<file path="config.mk">
export PLATFORM = sky130hd
export DESIGN_NAME = id_ex_stage
export DESIGN_NICKNAME = d
export VERILOG_FILES = /design/src/rtl/id_ex_stage_pkg.sv /design/src/rtl/id_ex_stage_forward_unit.sv /design/src/rtl/id_ex_stage.sv
export SDC_FILE = /design/constraint.sdc
export NUM_CORES = 1
export LEC_CHECK = 0
export ABC_AREA = 0
export BUFFER_PORTS_ARGS = -buffer_cell sky130_fd_sc_hd__buf_2
export CAP_MARGIN = 40
export CELL_PAD_IN_SITES_DETAIL_PLACEMENT = 1
export CELL_PAD_IN_SITES_GLOBAL_PLACEMENT = 1
export CORE_MARGIN = 3
export CORE_UTILIZATION = 36
export CTS_CLUSTER_DIAMETER = 80
export CTS_CLUSTER_SIZE = 28
export DETAILED_ROUTE_END_ITERATION = 7
export PLACE_DENSITY = 0.87
export SYNTH_ARGS = -nofsm -noshare
export SYNTH_HDL_FRONTEND = slang
export SYNTH_SLANG_ARGS = --single-unit
</file>
<file path="constraint.sdc">
create_clock -name clk -period 2.5 [get_ports clk]
set_input_delay 0.375 -clock clk [delete_from_list [all_inputs] [get_ports clk]]
set_output_delay 0.375 -clock clk [all_outputs]
set_load 0.02 [all_outputs]
</file>
<file path="src/rtl/id_ex_stage_pkg.sv">
// Shared constants for the ID/EX pipeline slice: ALU operation codes and
// the operand-forwarding source select.
package id_ex_stage_pkg;

    localparam logic [3:0] ALU_AND = 4'b0000;
    localparam logic [3:0] ALU_OR  = 4'b0001;
    localparam logic [3:0] ALU_ADD = 4'b0010;
    localparam logic [3:0] ALU_SUB = 4'b0011;
    localparam logic [3:0] ALU_SLL = 4'b0100;
    localparam logic [3:0] ALU_SRL = 4'b0101;
    localparam logic [3:0] ALU_SRA = 4'b0111;
    localparam logic [3:0] ALU_EQ  = 4'b1000;
    localparam logic [3:0] ALU_NE  = 4'b1001;
    localparam logic [3:0] ALU_LT  = 4'b1011;
    localparam logic [3:0] ALU_XOR = 4'b1101;
    localparam logic [3:0] ALU_JAL = 4'b1110;
    localparam logic [3:0] ALU_GE  = 4'b1111;

    typedef enum logic [1:0] {
        FWD_REG,
        FWD_EXMEM,
        FWD_MEMWB
    } fwd_sel_e;

endpackage

</file>
<file path="src/rtl/id_ex_stage_forward_unit.sv">
// Selects the freshest value for one source operand from EX/MEM, MEM/WB or
// the stage register; x0 is never forwarded and EX/MEM wins over MEM/WB.
module forward_unit
    import id_ex_stage_pkg::*;
#(
    parameter int DATA_WIDTH     = 32,
    parameter int REG_ADDR_WIDTH = 5
) (
    input  logic [REG_ADDR_WIDTH-1:0] rs_addr_i,
    input  logic [DATA_WIDTH-1:0]     rs_data_i,
    input  logic                      exmem_reg_write_i,
    input  logic [REG_ADDR_WIDTH-1:0] exmem_rd_i,
    input  logic [DATA_WIDTH-1:0]     exmem_result_i,
    input  logic                      memwb_reg_write_i,
    input  logic [REG_ADDR_WIDTH-1:0] memwb_rd_i,
    input  logic [DATA_WIDTH-1:0]     memwb_result_i,
    output logic [DATA_WIDTH-1:0]     fwd_data_o
);

    fwd_sel_e sel;

    always_comb begin
        sel = FWD_REG;
        if (exmem_reg_write_i && (exmem_rd_i != '0) && (exmem_rd_i == rs_addr_i)) begin
            sel = FWD_EXMEM;
        end else if (memwb_reg_write_i && (memwb_rd_i != '0) && (memwb_rd_i == rs_addr_i)) begin
            sel = FWD_MEMWB;
        end
    end

    always_comb begin
        fwd_data_o = rs_data_i;
        case (sel)
            FWD_EXMEM: fwd_data_o = exmem_result_i;
            FWD_MEMWB: fwd_data_o = memwb_result_i;
            default:   fwd_data_o = rs_data_i;
        endcase
    end

endmodule

</file>
<file path="src/rtl/id_ex_stage.sv">
// ID/EX pipeline register with flush/stall/load-use bubble insertion and
// combinational operand forwarding into the ALU source muxes.
module id_ex_stage
    import id_ex_stage_pkg::*;
#(
    parameter int DATA_WIDTH     = 32,
    parameter int OPCODE_LENGTH  = 4,
    parameter int REG_ADDR_WIDTH = 5
) (
    input  logic                      clk,
    input  logic                      reset,
    input  logic                      id_valid,
    input  logic                      stall,
    input  logic                      flush,
    input  logic [DATA_WIDTH-1:0]     id_pc,
    input  logic [DATA_WIDTH-1:0]     id_rs1_data,
    input  logic [DATA_WIDTH-1:0]     id_rs2_data,
    input  logic [DATA_WIDTH-1:0]     id_imm,
    input  logic [REG_ADDR_WIDTH-1:0] id_rs1,
    input  logic [REG_ADDR_WIDTH-1:0] id_rs2,
    input  logic [REG_ADDR_WIDTH-1:0] id_rd,
    input  logic [OPCODE_LENGTH-1:0]  id_alu_op,
    input  logic                      id_alu_src_imm,
    input  logic                      id_src_a_pc,
    input  logic                      id_reg_write,
    input  logic                      id_mem_read,
    input  logic                      id_mem_write,
    input  logic                      exmem_reg_write,
    input  logic                      memwb_reg_write,
    input  logic [REG_ADDR_WIDTH-1:0] exmem_rd,
    input  logic [REG_ADDR_WIDTH-1:0] memwb_rd,
    input  logic [DATA_WIDTH-1:0]     exmem_result,
    input  logic [DATA_WIDTH-1:0]     memwb_result,
    output logic [DATA_WIDTH-1:0]     SrcA,
    output logic [DATA_WIDTH-1:0]     SrcB,
    output logic [OPCODE_LENGTH-1:0]  Operation,
    output logic                      ex_valid,
    output logic                      ex_reg_write,
    output logic                      ex_mem_read,
    output logic                      ex_mem_write,
    output logic [REG_ADDR_WIDTH-1:0] ex_rd,
    output logic [DATA_WIDTH-1:0]     ex_pc,
    output logic [DATA_WIDTH-1:0]     ex_store_data,
    output logic                      load_use_hazard
);

    logic                      valid_q, valid_d;
    logic                      reg_write_q, reg_write_d;
    logic                      mem_read_q, mem_read_d;
    logic                      mem_write_q, mem_write_d;
    logic [OPCODE_LENGTH-1:0]  alu_op_q, alu_op_d;
    logic [REG_ADDR_WIDTH-1:0] rd_q, rd_d;
    logic [REG_ADDR_WIDTH-1:0] rs1_q, rs1_d;
    logic [REG_ADDR_WIDTH-1:0] rs2_q, rs2_d;
    logic [DATA_WIDTH-1:0]     pc_q, pc_d;
    logic [DATA_WIDTH-1:0]     rs1_data_q, rs1_data_d;
    logic [DATA_WIDTH-1:0]     rs2_data_q, rs2_data_d;
    logic [DATA_WIDTH-1:0]     imm_q, imm_d;
    logic                      alu_src_imm_q, alu_src_imm_d;
    logic                      src_a_pc_q, src_a_pc_d;
    logic [DATA_WIDTH-1:0]     rs1_fwd, rs2_fwd;

    assign load_use_hazard = valid_q && mem_read_q && (rd_q != '0) && id_valid &&
                             ((rd_q == id_rs1) || (rd_q == id_rs2));

    always_comb begin
        valid_d       = valid_q;
        reg_write_d   = reg_write_q;
        mem_read_d    = mem_read_q;
        mem_write_d   = mem_write_q;
        alu_op_d      = alu_op_q;
        rd_d          = rd_q;
        rs1_d         = rs1_q;
        rs2_d         = rs2_q;
        pc_d          = pc_q;
        rs1_data_d    = rs1_data_q;
        rs2_data_d    = rs2_data_q;
        imm_d         = imm_q;
        alu_src_imm_d = alu_src_imm_q;
        src_a_pc_d    = src_a_pc_q;
        // A bubble clears only control state; operand registers keep their contents.
        if (flush || (!stall && (load_use_hazard || !id_valid))) begin
            valid_d     = 1'b0;
            reg_write_d = 1'b0;
            mem_read_d  = 1'b0;
            mem_write_d = 1'b0;
            alu_op_d    = OPCODE_LENGTH'(ALU_AND);
            rd_d        = '0;
        end else if (!stall) begin
            valid_d       = 1'b1;
            reg_write_d   = id_reg_write;
            mem_read_d    = id_mem_read;
            mem_write_d   = id_mem_write;
            alu_op_d      = id_alu_op;
            rd_d          = id_rd;
            rs1_d         = id_rs1;
            rs2_d         = id_rs2;
            pc_d          = id_pc;
            rs1_data_d    = id_rs1_data;
            rs2_data_d    = id_rs2_data;
            imm_d         = id_imm;
            alu_src_imm_d = id_alu_src_imm;
            src_a_pc_d    = id_src_a_pc;
        end
    end

    always_ff @(posedge clk or negedge reset) begin
        if (!reset) begin
            valid_q       <= 1'b0;
            reg_write_q   <= 1'b0;
            mem_read_q    <= 1'b0;
            mem_write_q   <= 1'b0;
            alu_op_q      <= '0;
            rd_q          <= '0;
            rs1_q         <= '0;
            rs2_q         <= '0;
            pc_q          <= '0;
            rs1_data_q    <= '0;
            rs2_data_q    <= '0;
            imm_q         <= '0;
            alu_src_imm_q <= 1'b0;
            src_a_pc_q    <= 1'b0;
        end else begin
            valid_q       <= valid_d;
            reg_write_q   <= reg_write_d;
            mem_read_q    <= mem_read_d;
            mem_write_q   <= mem_write_d;
            alu_op_q      <= alu_op_d;
            rd_q          <= rd_d;
            rs1_q         <= rs1_d;
            rs2_q         <= rs2_d;
            pc_q          <= pc_d;
            rs1_data_q    <= rs1_data_d;
            rs2_data_q    <= rs2_data_d;
            imm_q         <= imm_d;
            alu_src_imm_q <= alu_src_imm_d;
            src_a_pc_q    <= src_a_pc_d;
        end
    end

    forward_unit #(.DATA_WIDTH(DATA_WIDTH), .REG_ADDR_WIDTH(REG_ADDR_WIDTH)) u_fwd_rs1 (
        .rs_addr_i         (rs1_q),
        .rs_data_i         (rs1_data_q),
        .exmem_reg_write_i (exmem_reg_write),
        .exmem_rd_i        (exmem_rd),
        .exmem_result_i    (exmem_result),
        .memwb_reg_write_i (memwb_reg_write),
        .memwb_rd_i        (memwb_rd),
        .memwb_result_i    (memwb_result),
        .fwd_data_o        (rs1_fwd)
    );

    forward_unit #(.DATA_WIDTH(DATA_WIDTH), .REG_ADDR_WIDTH(REG_ADDR_WIDTH)) u_fwd_rs2 (
        .rs_addr_i         (rs2_q),
        .rs_data_i         (rs2_data_q),
        .exmem_reg_write_i (exmem_reg_write),
        .exmem_rd_i        (exmem_rd),
        .exmem_result_i    (exmem_result),
        .memwb_reg_write_i (memwb_reg_write),
        .memwb_rd_i        (memwb_rd),
        .memwb_result_i    (memwb_result),
        .fwd_data_o        (rs2_fwd)
    );

    assign SrcA          = src_a_pc_q ? pc_q : rs1_fwd;
    assign SrcB          = alu_src_imm_q ? imm_q : rs2_fwd;
    assign ex_store_data = rs2_fwd;
    assign Operation     = alu_op_q;
    assign ex_valid      = valid_q;
    assign ex_reg_write  = reg_write_q;
    assign ex_mem_read   = mem_read_q;
    assign ex_mem_write  = mem_write_q;
    assign ex_rd         = rd_q;
    assign ex_pc         = pc_q;

endmodule

</file>
==> reports/results.txt <==
Buffers & Inverters on Critical Path: 3
Crit. End Element: primary output
Non-Filler Instances: 1488
Seq. cell area: 0.00383 mm2
Failing checks: negative setup slack
Pwr Density: 782 mW/mm2
Maximum vdd ir drop: 0.403 mV
Maximum number of pins on one net before global-route repair: 64
Cell row count: 55
Placed cell area: 0.0111 mm2
Worst Hold Class: in -> reg
EDFF count, synth: 0
Switching share of power: 38.0%
Worst-margin pin slew: 0.590 ns
P_sw: 0.00423 W
Syn nets: 979
Overall via count from detail_route: 8582
Max Root-Sink Buffers: 2
CP top delay family: simple AND/OR/NAND/NOR gates
Global-route wire length before repair: 56500 um
DP Cell Count: 1399
Yosys warning count: 0
Fillers: 2297
HPWL after detailed placement: 24400 um
Area growth syn-to-layout: 70.6%
CTS tree: yes
Ys flop type: dfrtp_1
Slowest stage delay, CP: 0.45 ns
Remaining DRCs: 0
1st-iter DRT viols: 389
Max Slew Vio Count: 0
Layout Nets: 1414
H-Tree Depth: 4
Period utilisation layout: 120%
Worst Path Arrival: 2.61 ns
CP startpoint kind: flip-flop
Sequential share of the synthesized area: 45.8%
Input/output buffers: 374
Slew headroom: 60.7%
Worst path required time: 2.12 ns
Fmax: 0.335 GHz
Commonest cells after routing, fill and taps aside: buf_2, dfrtp_1, mux2_2, buf_6, inv_1
Endpoints failing hold: 0
Yosys reg bits: 153
Setup-failing EPs final: 96
Worst-path clk slew: 0.08 ns
Initial DRT Pass Iterations: 5
Comb pwr share: 46.5%
CP cell instances: xnor2_1 -> nand4_1 -> buf_4 -> clkbuf_16 -> or3_4 -> a31oi_4 -> mux2_4 -> buf_6
Cell internal pwr: 0.00691 W
Chip Width: 158 um
Sink Count: 153
Clock Latency Late Sink: 0.42 ns
Layout Skew: 0.0177 ns
Final worst slack: -0.488 ns
Leak pwr: 6.39 nW
Mapped Area: 0.00835 mm2
Initial antenna violation count: 7
Cells after synthesis: 746
Die area: 0.0251 mm2
ANT nets after route: 0
Initial core utilization: 36.8%
Share of cells above drive strength 1: 70.7%
RSZ-0062 raised after global routing: true
Overall global routing resource usage: 29.8%
Critical path's slowest cell: dfrtp_1
Number of buffers created by CTS: 17
Top-level I/O count: 375
Core Area: 0.0227 mm2
Total wire length: 41900 um
Part of the power in registers: 30.1%
Routed WL per cell: 28.2 um
Syn Area/Cell: 11.2 um2
Area of the multi-input gates: 0.00550 mm2
Die Y: 158 um
Clock power frac: 23.4%
Maxcap violations: 0
Vias in the first global route: 9609
Crit path time final: 2.99 ns
Post-synth ARST share: 100%
Run status: complete, but fails checks
CTS Root Cell: clkbuf_16
DR vias/cell: 5.77
CP Max Fanout: 32
Netlist cell types: 37
Fin area: 0.0143 mm2
Most common cell after layout, fill and taps aside: buf_2
Final GP Congestion: 0.892
Critical path type: reg -> out
Grt total ovfl: 0
state kept, by name, summed over array words and instances, names as in the netlist, 4 cells and up:
signal	flops
rs2_q	5
rs1_data_q	32
ex_pc	32
Operation	4
rs1_q	5
ex_rd	5
imm_q	32
rs2_data_q	32
what timing repair did:
item / in CTS / in global routing
setup endpoints to repair: 96 / 104
endpoints found under the hold margin: 48 / 0
hold buffers: 1 / 0
buffers inserted: 22 / 21
pin swaps: 71 / 52
resized for setup: 343 / 141
gates cloned: 9 / 4
worst reg2reg max path, cell delays in order, from the launching register on:
cell	delay, ns
dfrtp_2	0.46
or4_1	0.55
o211ai_1	0.30
o21a_4	0.21
buf_12	0.29
mux2_2	0.47
cell families (layout without fill, tap and decap cells):
logic type      count (synthesis)  in the layout  share of synthesized area (%)
simple gates                  118            118                           7.67
flops                         153            153                           45.8
buf+inv                       119            567                           6.26
xor+xnor                       30             30                           3.15
mux                           202            202                           26.8
compound gates                124            124                           10.3
other cells                     0              9                              0
routing by layer:
layer  GRT usage [%]  routed length (um)
met5               0                  13
met4            17.1                1960
met3            6.90                2700
met2            54.1               22600
met1            31.5               14600
Yosys cell counts (all sizes together) (2+ instances only):
cell | n | area [um2]
nand2 | 3 | 11.3
nor2b | 2 | 12.5
o211ai | 2 | 20.0
a31oi | 30 | 188
nand2b | 6 | 37.5
xnor2 | 16 | 140
o31ai | 8 | 60.1
a221oi | 26 | 228
dfrtp | 153 | 3830
or3 | 30 | 188
nor3b | 2 | 15.0
xor2 | 14 | 123
a22o | 12 | 105
or4 | 3 | 22.5
o21ai | 30 | 150
nor2 | 9 | 33.8
nor3 | 59 | 295
o21a | 3 | 22.5
a211oi | 3 | 27.5
mux2i | 32 | 320
inv | 57 | 214
buf | 35 | 206
clkbuf | 27 | 103
a21oi | 6 | 30.0
mux2 | 170 | 1910
nand4 | 3 | 18.8
path summary, 6_finish.rpt:
kind                       startpoint        endpoint  slack, ns  depth (start not counted)
min                          id_rd[3]        ex_rd[3]       0.18                          2
max reg2reg                  ex_rd[1]       ex_pc[21]       0.11                          5
max in group asynchronous       reset  rs2_data_q[11]       1.27                          3
min reg2reg                 imm_q[17]       imm_q[17]       0.51                          1
min in group asynchronous       reset    ex_mem_write       0.49                          2
max                          rs2_q[0]        SrcB[23]      -0.49                          8
stage by stage:
step / total power (W) / setup TNS (ns) / util, % / hold slack, ns / setup WS [ns]
global route: 0.0116 / -44.78 / 62.7 / 0.167 / -0.575
floorplan: 0.00529 / -1.14 / - / 0.0794 / -0.0477
finish: 0.0111 / -37.56 / 62.8 / 0.176 / -0.488
global placement: 0.00665 / -12.83 / 49.0 / 0.363 / -0.266
detailed placement: 0.00679 / -16.52 / 49.0 / 0.374 / -0.324
CTS: 0.0105 / -33.55 / 59.3 / 0.151 / -0.457
power by group through the flow:
stage	clock network, W	logic, W	registers, W
6_report	0.00261	0.00518	0.00335
3_5_place_dp	0	0.00349	0.00330
2_1_floorplan	0	0.00200	0.00329
3_3_place_gp	0	0.00339	0.00326
4_1_cts	0.00265	0.00455	0.00329
5_1_grt	0.00276	0.00541	0.00339
area by class of cell:
class	instances	share of cell area [%]
multi-input combinational	474	38.6
antenna	9	0.158
timing repair buffer	478	26.3
tap	285	2.50
clock inverter	13	0.922
sequential	153	26.9
inverter	57	1.50
clock buffer	19	3.11
(Power assumes the default switching activity.)
